File: config.mk
export PLATFORM = sky130hd
export DESIGN_NAME = change_dispenser
export DESIGN_NICKNAME = d
export VERILOG_FILES = /design/src/rtl/change_dispenser.sv
export SDC_FILE = /design/constraint.sdc
export NUM_CORES = 1
export LEC_CHECK = 0
export CAP_MARGIN = 20
export CORE_MARGIN = 8
export CORE_UTILIZATION = 54
export CTS_CLUSTER_DIAMETER = 150
export DETAILED_ROUTE_END_ITERATION = 10
export PLACE_DENSITY = 0.91
export SLEW_MARGIN = 20
export SYNTH_ARGS = -nofsm -noshare
export SYNTH_HDL_FRONTEND = slang
export SYNTH_SLANG_ARGS = --single-unit
File: constraint.sdc
create_clock -name clk -period 4.5 [get_ports clk]
set_input_delay 0.675 -clock clk [delete_from_list [all_inputs] [get_ports clk]]
set_output_delay 0.675 -clock clk [all_outputs]
set_load 0.01 [all_outputs]
File: src/rtl/change_dispenser.sv
// Greedy coin change dispenser: pays change_in using 10/5/2/1 coins and skips any empty tube.
// Each coin takes 1+PULSE_CYCLES+GAP_CYCLES cycles; start is ignored while busy, with no queuing.
module change_dispenser #(
  parameter int PULSE_CYCLES = 2,
  parameter int GAP_CYCLES   = 2
) (
  input  logic       clk,
  input  logic       rst,
  input  logic       start,
  input  logic [3:0] change_in,
  input  logic       empty10,
  input  logic       empty5,
  input  logic       empty2,
  input  logic       empty1,
  output logic       coin10_out,
  output logic       coin5_out,
  output logic       coin2_out,
  output logic       coin1_out,
  output logic       busy,
  output logic       done,
  output logic       fault,
  output logic [3:0] remaining,
  output logic [3:0] coins_paid
);

  localparam int MAXC = (PULSE_CYCLES > GAP_CYCLES) ? PULSE_CYCLES : GAP_CYCLES;
  localparam int CW   = $clog2(MAXC + 1);

  typedef enum logic [2:0] {
    S_IDLE, S_SELECT, S_PULSE, S_GAP, S_DONE, S_FAULT
  } state_t;

  state_t          state, state_next;
  logic [CW-1:0]   cnt;
  logic [3:0]      coin_q;      // one-hot {10,5,2,1}, registered so outputs never glitch
  logic [3:0]      val_q;       // value of the coin in progress
  logic [3:0]      pick;
  logic [3:0]      pick_val;
  logic            pulse_last;
  logic            gap_last;

  assign pulse_last = (cnt == CW'(PULSE_CYCLES - 1));
  assign gap_last   = (cnt == CW'(GAP_CYCLES - 1));

  // Largest usable denomination that still fits the remainder.
  always_comb begin
    pick     = 4'b0000;
    pick_val = 4'd0;
    if (!empty10 && remaining >= 4'd10) begin
      pick     = 4'b1000;
      pick_val = 4'd10;
    end else if (!empty5 && remaining >= 4'd5) begin
      pick     = 4'b0100;
      pick_val = 4'd5;
    end else if (!empty2 && remaining >= 4'd2) begin
      pick     = 4'b0010;
      pick_val = 4'd2;
    end else if (!empty1 && remaining >= 4'd1) begin
      pick     = 4'b0001;
      pick_val = 4'd1;
    end
  end

  always_ff @(posedge clk or negedge rst) begin
    if (!rst) state <= S_IDLE;
    else      state <= state_next;
  end

  always_comb begin
    state_next = state;
    case (state)
      S_IDLE:   if (start) state_next = (change_in == 4'd0) ? S_DONE : S_SELECT;
      S_SELECT: state_next = (pick != 4'b0000) ? S_PULSE : S_FAULT;
      S_PULSE:  if (pulse_last) state_next = S_GAP;
      S_GAP:    if (gap_last) state_next = (remaining == 4'd0) ? S_DONE : S_SELECT;
      S_DONE:   state_next = S_IDLE;
      S_FAULT:  state_next = S_IDLE;
      default:  state_next = S_IDLE;
    endcase
  end

  always_comb begin
    busy  = (state != S_IDLE);
    done  = (state == S_DONE);
    fault = (state == S_FAULT);
  end

  always_ff @(posedge clk or negedge rst) begin
    if (!rst) begin
      cnt        <= '0;
      coin_q     <= 4'b0000;
      val_q      <= 4'd0;
      remaining  <= 4'd0;
      coins_paid <= 4'd0;
    end else begin
      if ((state == S_PULSE || state == S_GAP) && state_next == state)
        cnt <= cnt + CW'(1);
      else
        cnt <= '0;

      if (state_next == S_PULSE)
        coin_q <= (state == S_SELECT) ? pick : coin_q;
      else
        coin_q <= 4'b0000;

      if (state == S_SELECT)
        val_q <= pick_val;

      if (state == S_IDLE && start) begin
        remaining  <= change_in;
        coins_paid <= 4'd0;
      end else if (state == S_PULSE && pulse_last) begin
        remaining  <= remaining - val_q;
        coins_paid <= (coins_paid == 4'd15) ? 4'd15 : coins_paid + 4'd1;
      end
    end
  end

  assign coin10_out = coin_q[3];
  assign coin5_out  = coin_q[2];
  assign coin2_out  = coin_q[1];
  assign coin1_out  = coin_q[0];

endmodule

======== Word-level counts from Yosys, hierarchy flattened ========
Index checks and enable logic that the tools add are counted.
word-level totals
  flip-flop bits (word level) ............. 21
  input bits .............................. 11
  output and inout port bits .............. 15
operators by class
  $add $sub $neg .......................... 3
  magnitude comparators ................... 4
  equal/unequal tests ..................... 10
  multiplexer cells ....................... 21
  reduce and logical (&&, ||, !) cells .... 18
operator list
  kind                                                                                 number
  4-bit two-way mux                                                                    9
  3-bit two-way mux                                                                    8
  3-bit case mux with 4 select lines                                                   1
  3-bit by 2-bit equality test with 1-bit output, second input constant                3
  4-bit zero test                                                                      2
  1-bit logical AND                                                                    7
  3-bit equality test, second input constant                                           2
  4-bit by 1-bit adder with 4-bit output, second input constant                        1
  4-bit equality test, second input constant                                           1
  4-bit by 1-bit greater-or-equal comparator with 1-bit output, second input constant  1
  4-bit by 2-bit greater-or-equal comparator with 1-bit output, second input constant  1
  4-bit by 3-bit greater-or-equal comparator with 1-bit output, second input constant  1
  4-bit greater-or-equal comparator, second input constant                             1
  1-bit zero test                                                                      4
  2-bit two-way mux                                                                    2
  4-bit nonzero test                                                                   1
  4-bit subtractor                                                                     1
  3-bit by 1-bit equality test with 1-bit output, second input constant                1
  3-bit equality test                                                                  1
  3-bit zero test                                                                      1
  3-bit nonzero test                                                                   1
  2-bit by 1-bit adder with 2-bit output, second input constant                        1
  2-bit by 1-bit equality test with 1-bit output, second input constant                1
  2-bit by 1-bit inequality test with 1-bit output, second input constant              1
  other kinds (3)                                                                      3

======== Longest topological paths before layout ========
Gate-level depths: netlist of run 1.
  depth after elaboration ................. 12
  depth in mapped cells ................... 7
  gate-level depth less buffers ........... 7

======== Least setup slack after synthesis of run 1 ========
Ideal clock, no wire load.
  kind .................................... flip-flop to flip-flop
  from .................................... register remaining[1]
  to ...................................... register remaining[3]
  setup time .............................. 0.126 ns
  data arrival time ....................... 1.851 ns
  required time ........................... 4.374 ns
  slack ................................... 2.523 ns
  cell stages (with the launch flop) ...... 7
  path through ............................ dfrtp_1 ha_1 nor2b_1 o21a_1 or3_1 a31o_1 a221o_1
on the way
  longest elaborated chain between the ends .. 3
RTL lines
  what                    RTL line  source
  start, declared         22        output logic [3:0] remaining,
  start signal, assigned  110       remaining <= change_in;
  start signal, assigned  113       remaining <= remaining - val_q;
  4-bit subtractor        113
  4-bit two-way mux       112       end else if (state == S_PULSE && pulse_last) begin
  4-bit two-way mux       109       if (state == S_IDLE && start) begin
No other way between the ends. The select of a mux whose other input is x is not followed.
A chain may end at the register's enable or synchronous reset.

======== Final worst setup path of run 1 ========
  from .................................... register state[0]
  to ...................................... output busy
on the way
  longest elaborated chain between the ends .. 1
RTL lines
  what                    RTL line  source
  start, declared         33        state_t state, state_next;
  start signal, assigned  66        else state <= state_next;
  3-bit nonzero test      83        busy = (state != S_IDLE);
  end, declared           19        output logic busy,
No other way between the ends.

==> metrics.md, run 1 <==
| Metric | Value |
|---|---|
| Ant diodes | `0` |
| Num CTS Buffers | `3` |
| CTS tree | `built` |
| R2R depth | `6` |
| Die area | `4130 µm²` |
| FF-to-FF setup slack | `2.39 ns` |
| Post-DR vias/cell | `5.98` |
| Synth-to-layout area growth | `22.3%` |
| Synth cell types | `45` |
| Largest net degree at the start of global routing | `22` |
| Clock sinks | `21` |
| RePlAce Congestion | `0.853` |
| Drt wl/cell | `15.6 µm` |
| Die Ht | `64.2 µm` |
| Post-Syn Instances | `130` |
| Setup crit end | `busy` |
| Clock Latency Late Sink | `0.31 ns` |
| CTS max path bufs | `2` |
| Quantity of hold-fixing buffers added after cts | `0` |
| Avg Synthesized Cell Area | `9.66 µm²` |
| Setup violators final | `0` |
| Post-synth EDFFs | `0` |
| Worst Skew | `0.00174 ns` |
| Num rows | `17` |
| Hold Crit Class | `flip-flop to flip-flop` |
| Via Count | `1095` |
| Reg clk slew, reported paths | `0.12 ns` |
| Congestion Overflow GR | `0` |
| Pins Over Slew Limit | `0` |
| Main synth FF type | `dfrtp_1` |
| Core ar. | `2210 µm²` |
| CP Max Fanout | `9` |
| Final wirelength | `2.86 mm` |
| Share of cells above drive strength 1 | `7.74%` |
| Crit Path Class | `flip-flop to output pin` |
| Seq/Total Area, Yosys | `41.8%` |
| Number of max-cap violations | `0` |
| Mapped Nets | `147` |
| Worst r2r src | `remaining[1]` |
| Post-CTS setup buffer count | `0` |
| CP bufs+invs | `1` |
| Initial core utilization | `56.8%` |
| Worst slew pin tran | `0.936 ns` |
| Stages on the worst setup path | `2` |
| Filler instances | `177` |
| H-tree depth | `1` |
| Ys Warns | `0` |
| First-pass GRT wire length | `4.82 mm` |
| Drt first pass iters | `6` |
| Initial antenna violation count | `0` |
| Share of synthesized registers carrying an async set or reset | `100%` |
| CP cell instances | `or3_4 -> clkdlybuf4s50_1` |
| Minimum clock period | `2.41 ns` |
| R2R Path End | `remaining[3]` |
| Fin Setup TNS | `0 ns` |
| Finished Cell Area | `1540 µm²` |
| Vias in the first global route | `1109` |
| Tcrit/Tclk final | `53.6%` |
| Worst path max stage delay | `0.50 ns` |
| Slowest-stage cell, CP | `clkdlybuf4s50_1` |
| PD cells | `660 nW/µm²` |
| Util after Layout | `69.5%` |
| Family with the most delay on the worst path | `buffers and inverters` |
| VDD IR max | `350 µV` |
| Synth Cell Area | `1260 µm²` |
| Crit path DAT | `1.74 ns` |
| Dpl hpwl | `2.27 mm` |
| DR iter-0 viols | `47` |
| NumNets Final | `173` |
| # DRC | `0` |
| IO Port Bufs | `25` |
| Launching element type of the critical path | `flip-flop` |
| FF+latch count, synth | `21` |
| Post-DP Area | `1510 µm²` |
| CP required | `3.83 ns` |
| Max Fclk | `414 MHz` |
| Lkg Pwr | `0.000677 µW` |
| Worst setup startpoint | `state[0]` |
| IO Pins | `26` |
| Worst rel slew slack | `37.4%` |
| GRT Util Overall | `14.4%` |
| Antenna-violating nets left | `0` |
| RSZ-0062 raised after global routing | `false` |
| CP endpoint kind | `output pin` |
| Resized Gates After CTS | `0` |
| Die width | `64.2 µm` |
| Final Hold Fails | `0` |
| Run status | `complete, no violations` |
| Root Driver | `clkbuf_4` |
[state kept, by name (all words and copies together), names as in the netlist]
name        count
state           3
coin_q          4
coins_paid      4
remaining       4
cnt             2
val_q           4
[how the worst min path moves through the flow]
stage,from,cells past startpoint,slack (ns),end
finish,cnt[0],1,0.46,cnt[0]
global route,cnt[0],1,0.49,cnt[0]
CTS,cnt[0],1,0.47,cnt[0]
detailed placement,cnt[0],1,0.46,cnt[0]
global placement,cnt[0],1,0.43,cnt[0]
floorplan,rst,0,0.38,cnt[0]
[cell type report]
type | count | area [µm²] | share of cell area, %
Multi-Input combinational cell | 95 | 662 | 43.1
Sequential cell | 21 | 526 | 34.2
Timing Repair Buffer | 25 | 250 | 16.3
Inverter | 10 | 37.5 | 2.44
Tap cell | 28 | 35.0 | 2.28
Clock buffer | 4 | 26.3 | 1.71
[layout by cell type, fill, tap and decap left out, types with 2 or more instances in the layout]
cell type and count:
a211oi_1 2, a22oi_1 3, nand2b_1 4, or3b_2 2, nor2b_1 3, clkdlybuf4s50_1 25
a21oi_1 4, o21a_1 2, and2_1 2, clkbuf_4 3, nor3_1 4, ha_1 5
dfrtp_1 21, inv_1 10, nor2_1 18, o21ai_0 5, a31oi_1 3, nand2_1 8
a221o_1 4, nor4_1 2
[power breakdown]
| part | internal [µW] | switching, µW |
|---|---|---|
| clock | 34.6 | 58.3 |
| sequential | 261 | 94.8 |
| combinational | 278 | 287 |
| total | 574 | 440 |
[routing by layer]
layer / share of wire (%) / global-route usage (%) / wire (µm)
met5: 0 / 0 / 0
met4: 2.9 / 9.26 / 82
met3: 7.8 / 4.53 / 223
met2: 49 / 25.0 / 1420
met1: 40 / 14.8 / 1140
[cells in the mapped netlist (2+ instances only)]
cell type | n | area, µm²
o21ai_0 | 5 | 25.0
nor2_1 | 18 | 67.6
and2_1 | 2 | 12.5
nor4_1 | 2 | 12.5
nor2b_1 | 3 | 18.8
inv_1 | 10 | 37.5
buf_6 | 2 | 22.5
or3b_2 | 2 | 17.5
a221o_1 | 4 | 40.0
o21a_1 | 2 | 15.0
a211oi_1 | 2 | 15.0
ha_1 | 5 | 62.6
a31oi_1 | 3 | 18.8
a22oi_1 | 3 | 22.5
a21oi_1 | 4 | 20.0
dfrtp_1 | 21 | 526
nand2_1 | 8 | 30.0
nand2b_1 | 4 | 25.0
nor3_1 | 4 | 20.0
[metrics by stage]
step | setup slack, ns | power [µW] | hold WS (ns) | instances
global route | 2.01 | 1100 | 0.489 | 183
global placement | 2.25 | 893 | 0.428 | 179
CTS | 2.07 | 1010 | 0.474 | 183
detailed placement | 2.22 | 922 | 0.457 | 179
floorplan | 2.52 | 752 | 0.379 | 130
finish | 2.09 | 1010 | 0.461 | 183
[logic make-up (layout without fill, tap and decap cells)]
group / Yosys count / after routing / share of synthesized area [%]
AND/OR/NAND/NOR: 55 / 55 / 25.7
flip-flops: 21 / 21 / 41.8
XOR/XNOR: 1 / 1 / 0.697
adder cells (fa/ha/maj): 6 / 6 / 6.57
multiplexers: 1 / 1 / 0.797
buffers and inverters: 14 / 39 / 5.48
AO/OA/AOI/OAI: 32 / 32 / 18.9
No activity file was read; power rests on OpenSTA's default activity.
==> run 2, diff against run 1 <==
--- a/config.mk
+++ b/config.mk
@@ -7,10 +7,10 @@
 export LEC_CHECK = 0
 export CAP_MARGIN = 20
 export CORE_MARGIN = 8
-export CORE_UTILIZATION = 54
+export CORE_UTILIZATION = 50
 export CTS_CLUSTER_DIAMETER = 150
 export DETAILED_ROUTE_END_ITERATION = 10
-export PLACE_DENSITY = 0.91
+export PLACE_DENSITY = 0.85
 export SLEW_MARGIN = 20
 export SYNTH_ARGS = -nofsm -noshare
 export SYNTH_HDL_FRONTEND = slang
==> constraint.sdc (replaced) <==
create_clock -name clk -period 2.3 [get_ports clk]
set_input_delay 0.345 -clock clk [delete_from_list [all_inputs] [get_ports clk]]
set_output_delay 0.345 -clock clk [all_outputs]
set_load 0.01 [all_outputs]
==> metrics.md, run 2 (synthesis results as in run 1) <==
| Metric | Value |
|---|---|
| Slowest-stage cell, CP | `dfrtp_1 (was clkdlybuf4s50_1)` |
| Switch share | `43.7% (was 43.4%)` |
| Max Fclk | `475 MHz` |
| Quantity of hold-fixing buffers added after cts | `0 (unchanged)` |
| Drt first pass iters | `4 (was 6)` |
| Die Ht | `66.1 µm (was 64.2 µm)` |
| Post-CTS setup buffer count | `0 (unchanged)` |
| Crit path DAT | `1.76 ns (was 1.74 ns)` |
| Most frequent cells in the layout | `clkdlybuf4s50_1 (25), dfrtp_1 (21), nor2_1 (18) (unchanged)` |
| Setup violators final | `0 (unchanged)` |
| Worst rel slew slack | `51.9% (was 37.4%)` |
| Comb power frac | `55.8% (was 55.7%)` |
| DR iter-0 viols | `80 (was 47)` |
| CP required | `1.96 ns (was 3.83 ns)` |
| Via Count | `1091 (was 1095)` |
| Final WS setup | `0.195 ns (was 2.09 ns)` |
| H-tree depth | `1 (unchanged)` |
| Dpl hpwl | `2.35 mm (was 2.27 mm)` |
| Vias in the first global route | `1111 (was 1109)` |
| Final wirelength | `2.94 mm (was 2.86 mm)` |
| NumNets Final | `174 (was 173)` |
| Reg clk slew, reported paths | `0.12 ns (about the same)` |
| Initial antenna violation count | `0 (unchanged)` |
| Commonest non-fill, non-tap cell in the layout | `clkdlybuf4s50_1 (unchanged)` |
| Run status | `complete, no violations (unchanged)` |
| CTS max path bufs | `2 (unchanged)` |
| Tcrit/Tclk final | `91.5%` |
| CP cell instances | `or3_4 -> clkdlybuf4s50_1 (unchanged)` |
| Num rows | `18 (was 17)` |
| Launching element type of the critical path | `flip-flop (unchanged)` |
| IO Pins | `26 (unchanged)` |
| First-pass GRT wire length | `5.02 mm (was 4.82 mm)` |
| Clock sinks | `21 (unchanged)` |
| Fin Setup TNS | `0 ns (unchanged)` |
| IO Port Bufs | `25 (unchanged)` |
| Clk network pwr share | `9.2% (about the same)` |
| NetSw | `869 µW (was 440 µW)` |
| Share of cells above drive strength 1 | `8.97% (was 7.74%)` |
| Hold Crit Class | `primary input to asynchronous set/reset pin (was flip-flop to flip-flop)` |
| VDD IR max | `777 µV (was 350 µV)` |
| Congestion Overflow GR | `0 (unchanged)` |
| Root Driver | `clkbuf_4 (unchanged)` |
| PD cells | `1290 nW/µm² (was 660 nW/µm²)` |
| Ant diodes | `0 (unchanged)` |
| Die area | `4370 µm² (was 4130 µm²)` |
| CP endpoint kind | `output pin (unchanged)` |
| Post-DR vias/cell | `5.87 (was 5.98)` |
| Largest net degree at the start of global routing | `22 (unchanged)` |
| CP bufs+invs | `1 (unchanged)` |
| Worst path max stage delay | `0.50 ns (about the same)` |
| Stages on the worst setup path | `2 (unchanged)` |
| Num CTS Buffers | `3 (unchanged)` |
| Pins Over Slew Limit | `0 (unchanged)` |
| Crit Path Class | `flip-flop to output pin (unchanged)` |
| Post-DP Area | `1520 µm² (was 1510 µm²)` |
| Finished Cell Area | `1550 µm² (was 1540 µm²)` |
| Die width | `66.1 µm (was 64.2 µm)` |
| GRT Util Overall | `14.6% (was 14.4%)` |
| Synth-to-layout area growth | `23.2% (was 22.3%)` |
| Family with the most delay on the worst path | `flip-flops (was buffers and inverters)` |
| Final Hold Fails | `0 (unchanged)` |
| CP Max Fanout | `9 (unchanged)` |
| Drt wl/cell | `15.8 µm (was 15.6 µm)` |
| Int Power | `1120 µW (was 574 µW)` |
| Number of max-cap violations | `0 (unchanged)` |
| CTS tree | `built (unchanged)` |
| Worst Skew | `0.00996 ns (was 0.00174 ns)` |
| Resized Gates After CTS | `0 (unchanged)` |
| # DRC | `0 (unchanged)` |
| Minimum clock period | `2.10 ns` |
| RePlAce Congestion | `0.782 (was 0.853)` |
| Pre-CTS WS | `0.240 ns (was 2.22 ns)` |
| R2R depth | `6 (unchanged)` |
| Util after Layout | `63.6% (was 69.5%)` |
| Part of the power in registers | `35.0% (was 35.1%)` |
| Tot Pwr | `1990 µW (was 1010 µW)` |
| Clock Latency Late Sink | `0.31 ns (about the same)` |
| Initial core utilization | `51.6% (was 56.8%)` |
| Lkg Pwr | `0.000685 µW (was 0.000677 µW)` |
| RSZ-0062 raised after global routing | `false (unchanged)` |
| Antenna-violating nets left | `0 (unchanged)` |
| Worst slew pin tran | `0.704 ns (was 0.936 ns)` |
| Core ar. | `2430 µm² (was 2210 µm²)` |
## run 2: worst reg2reg max path, stage by stage, from the launching register on
cell and delay [ns]:
dfrtp_1 0.49, ha_1 0.32, nor2b_1 0.13, o21a_1 0.18, or3_1 0.33, a31o_1 0.23
a221o_1 0.29
## run 2: layer usage
layer | up-vias | GRT usage (%) | wire length [µm]
met5 | - | 0 | 0
met4 | 0 | 6.67 | 43
met3 | 5 | 3.73 | 191
met2 | 37 | 25.5 | 1510
met1 | 528 | 16.1 | 1200
li1 | 521 | - | -
## run 2: layout make-up
| cell class | count | area, µm² |
|---|---|---|
| Fill cell | 214 | 885 |
| Timing Repair Buffer | 26 | 258 |
| Clock inverter | 1 | 5.00 |
| Tap cell | 30 | 37.5 |
| Clock buffer | 3 | 22.5 |
| Inverter | 10 | 37.5 |
| Sequential cell | 21 | 526 |
| Multi-Input combinational cell | 95 | 662 |
## run 2: final timing paths
check | startpoint | end | slack, ns
max | state[0] | busy | 0.20
min | rst | val_q[2] | 0.36
max reg2reg | remaining[1] | remaining[3] | 0.22
min reg2reg | cnt[0] | cnt[0] | 0.46
max in group asynchronous | rst | val_q[3] | 1.72
min in group clk | cnt[0] | cnt[0] | 0.46
## run 2: power groups by stage
stage               Combinational [µW]  Clock, µW  Sequential (µW)
finish                            1110        182              697
global route                      1260        202              724
CTS                               1120        187              695
detailed placement                1110          0              704
global placement                  1060          0              688
floorplan                          809          0              662
## run 2: per-stage QoR
stage               instances  hold WS, ns
global placement          182        0.429
finish                    186        0.360
detailed placement        182        0.442
floorplan                 130       0.0494
global route              186        0.396
CTS                       186        0.369
==> run 3, diff against run 2 <==
--- a/config.mk
+++ b/config.mk
@@ -5,10 +5,11 @@
 export SDC_FILE = /design/constraint.sdc
 export NUM_CORES = 1
 export LEC_CHECK = 0
+export ABC_AREA = 0
 export CAP_MARGIN = 20
 export CORE_MARGIN = 8
 export CORE_UTILIZATION = 50
-export CTS_CLUSTER_DIAMETER = 150
+export CTS_CLUSTER_DIAMETER = 40
 export DETAILED_ROUTE_END_ITERATION = 10
 export PLACE_DENSITY = 0.85
 export SLEW_MARGIN = 20
==> results of run 3 <==
Final layout, timing and power as in run 2 (identical DEF).
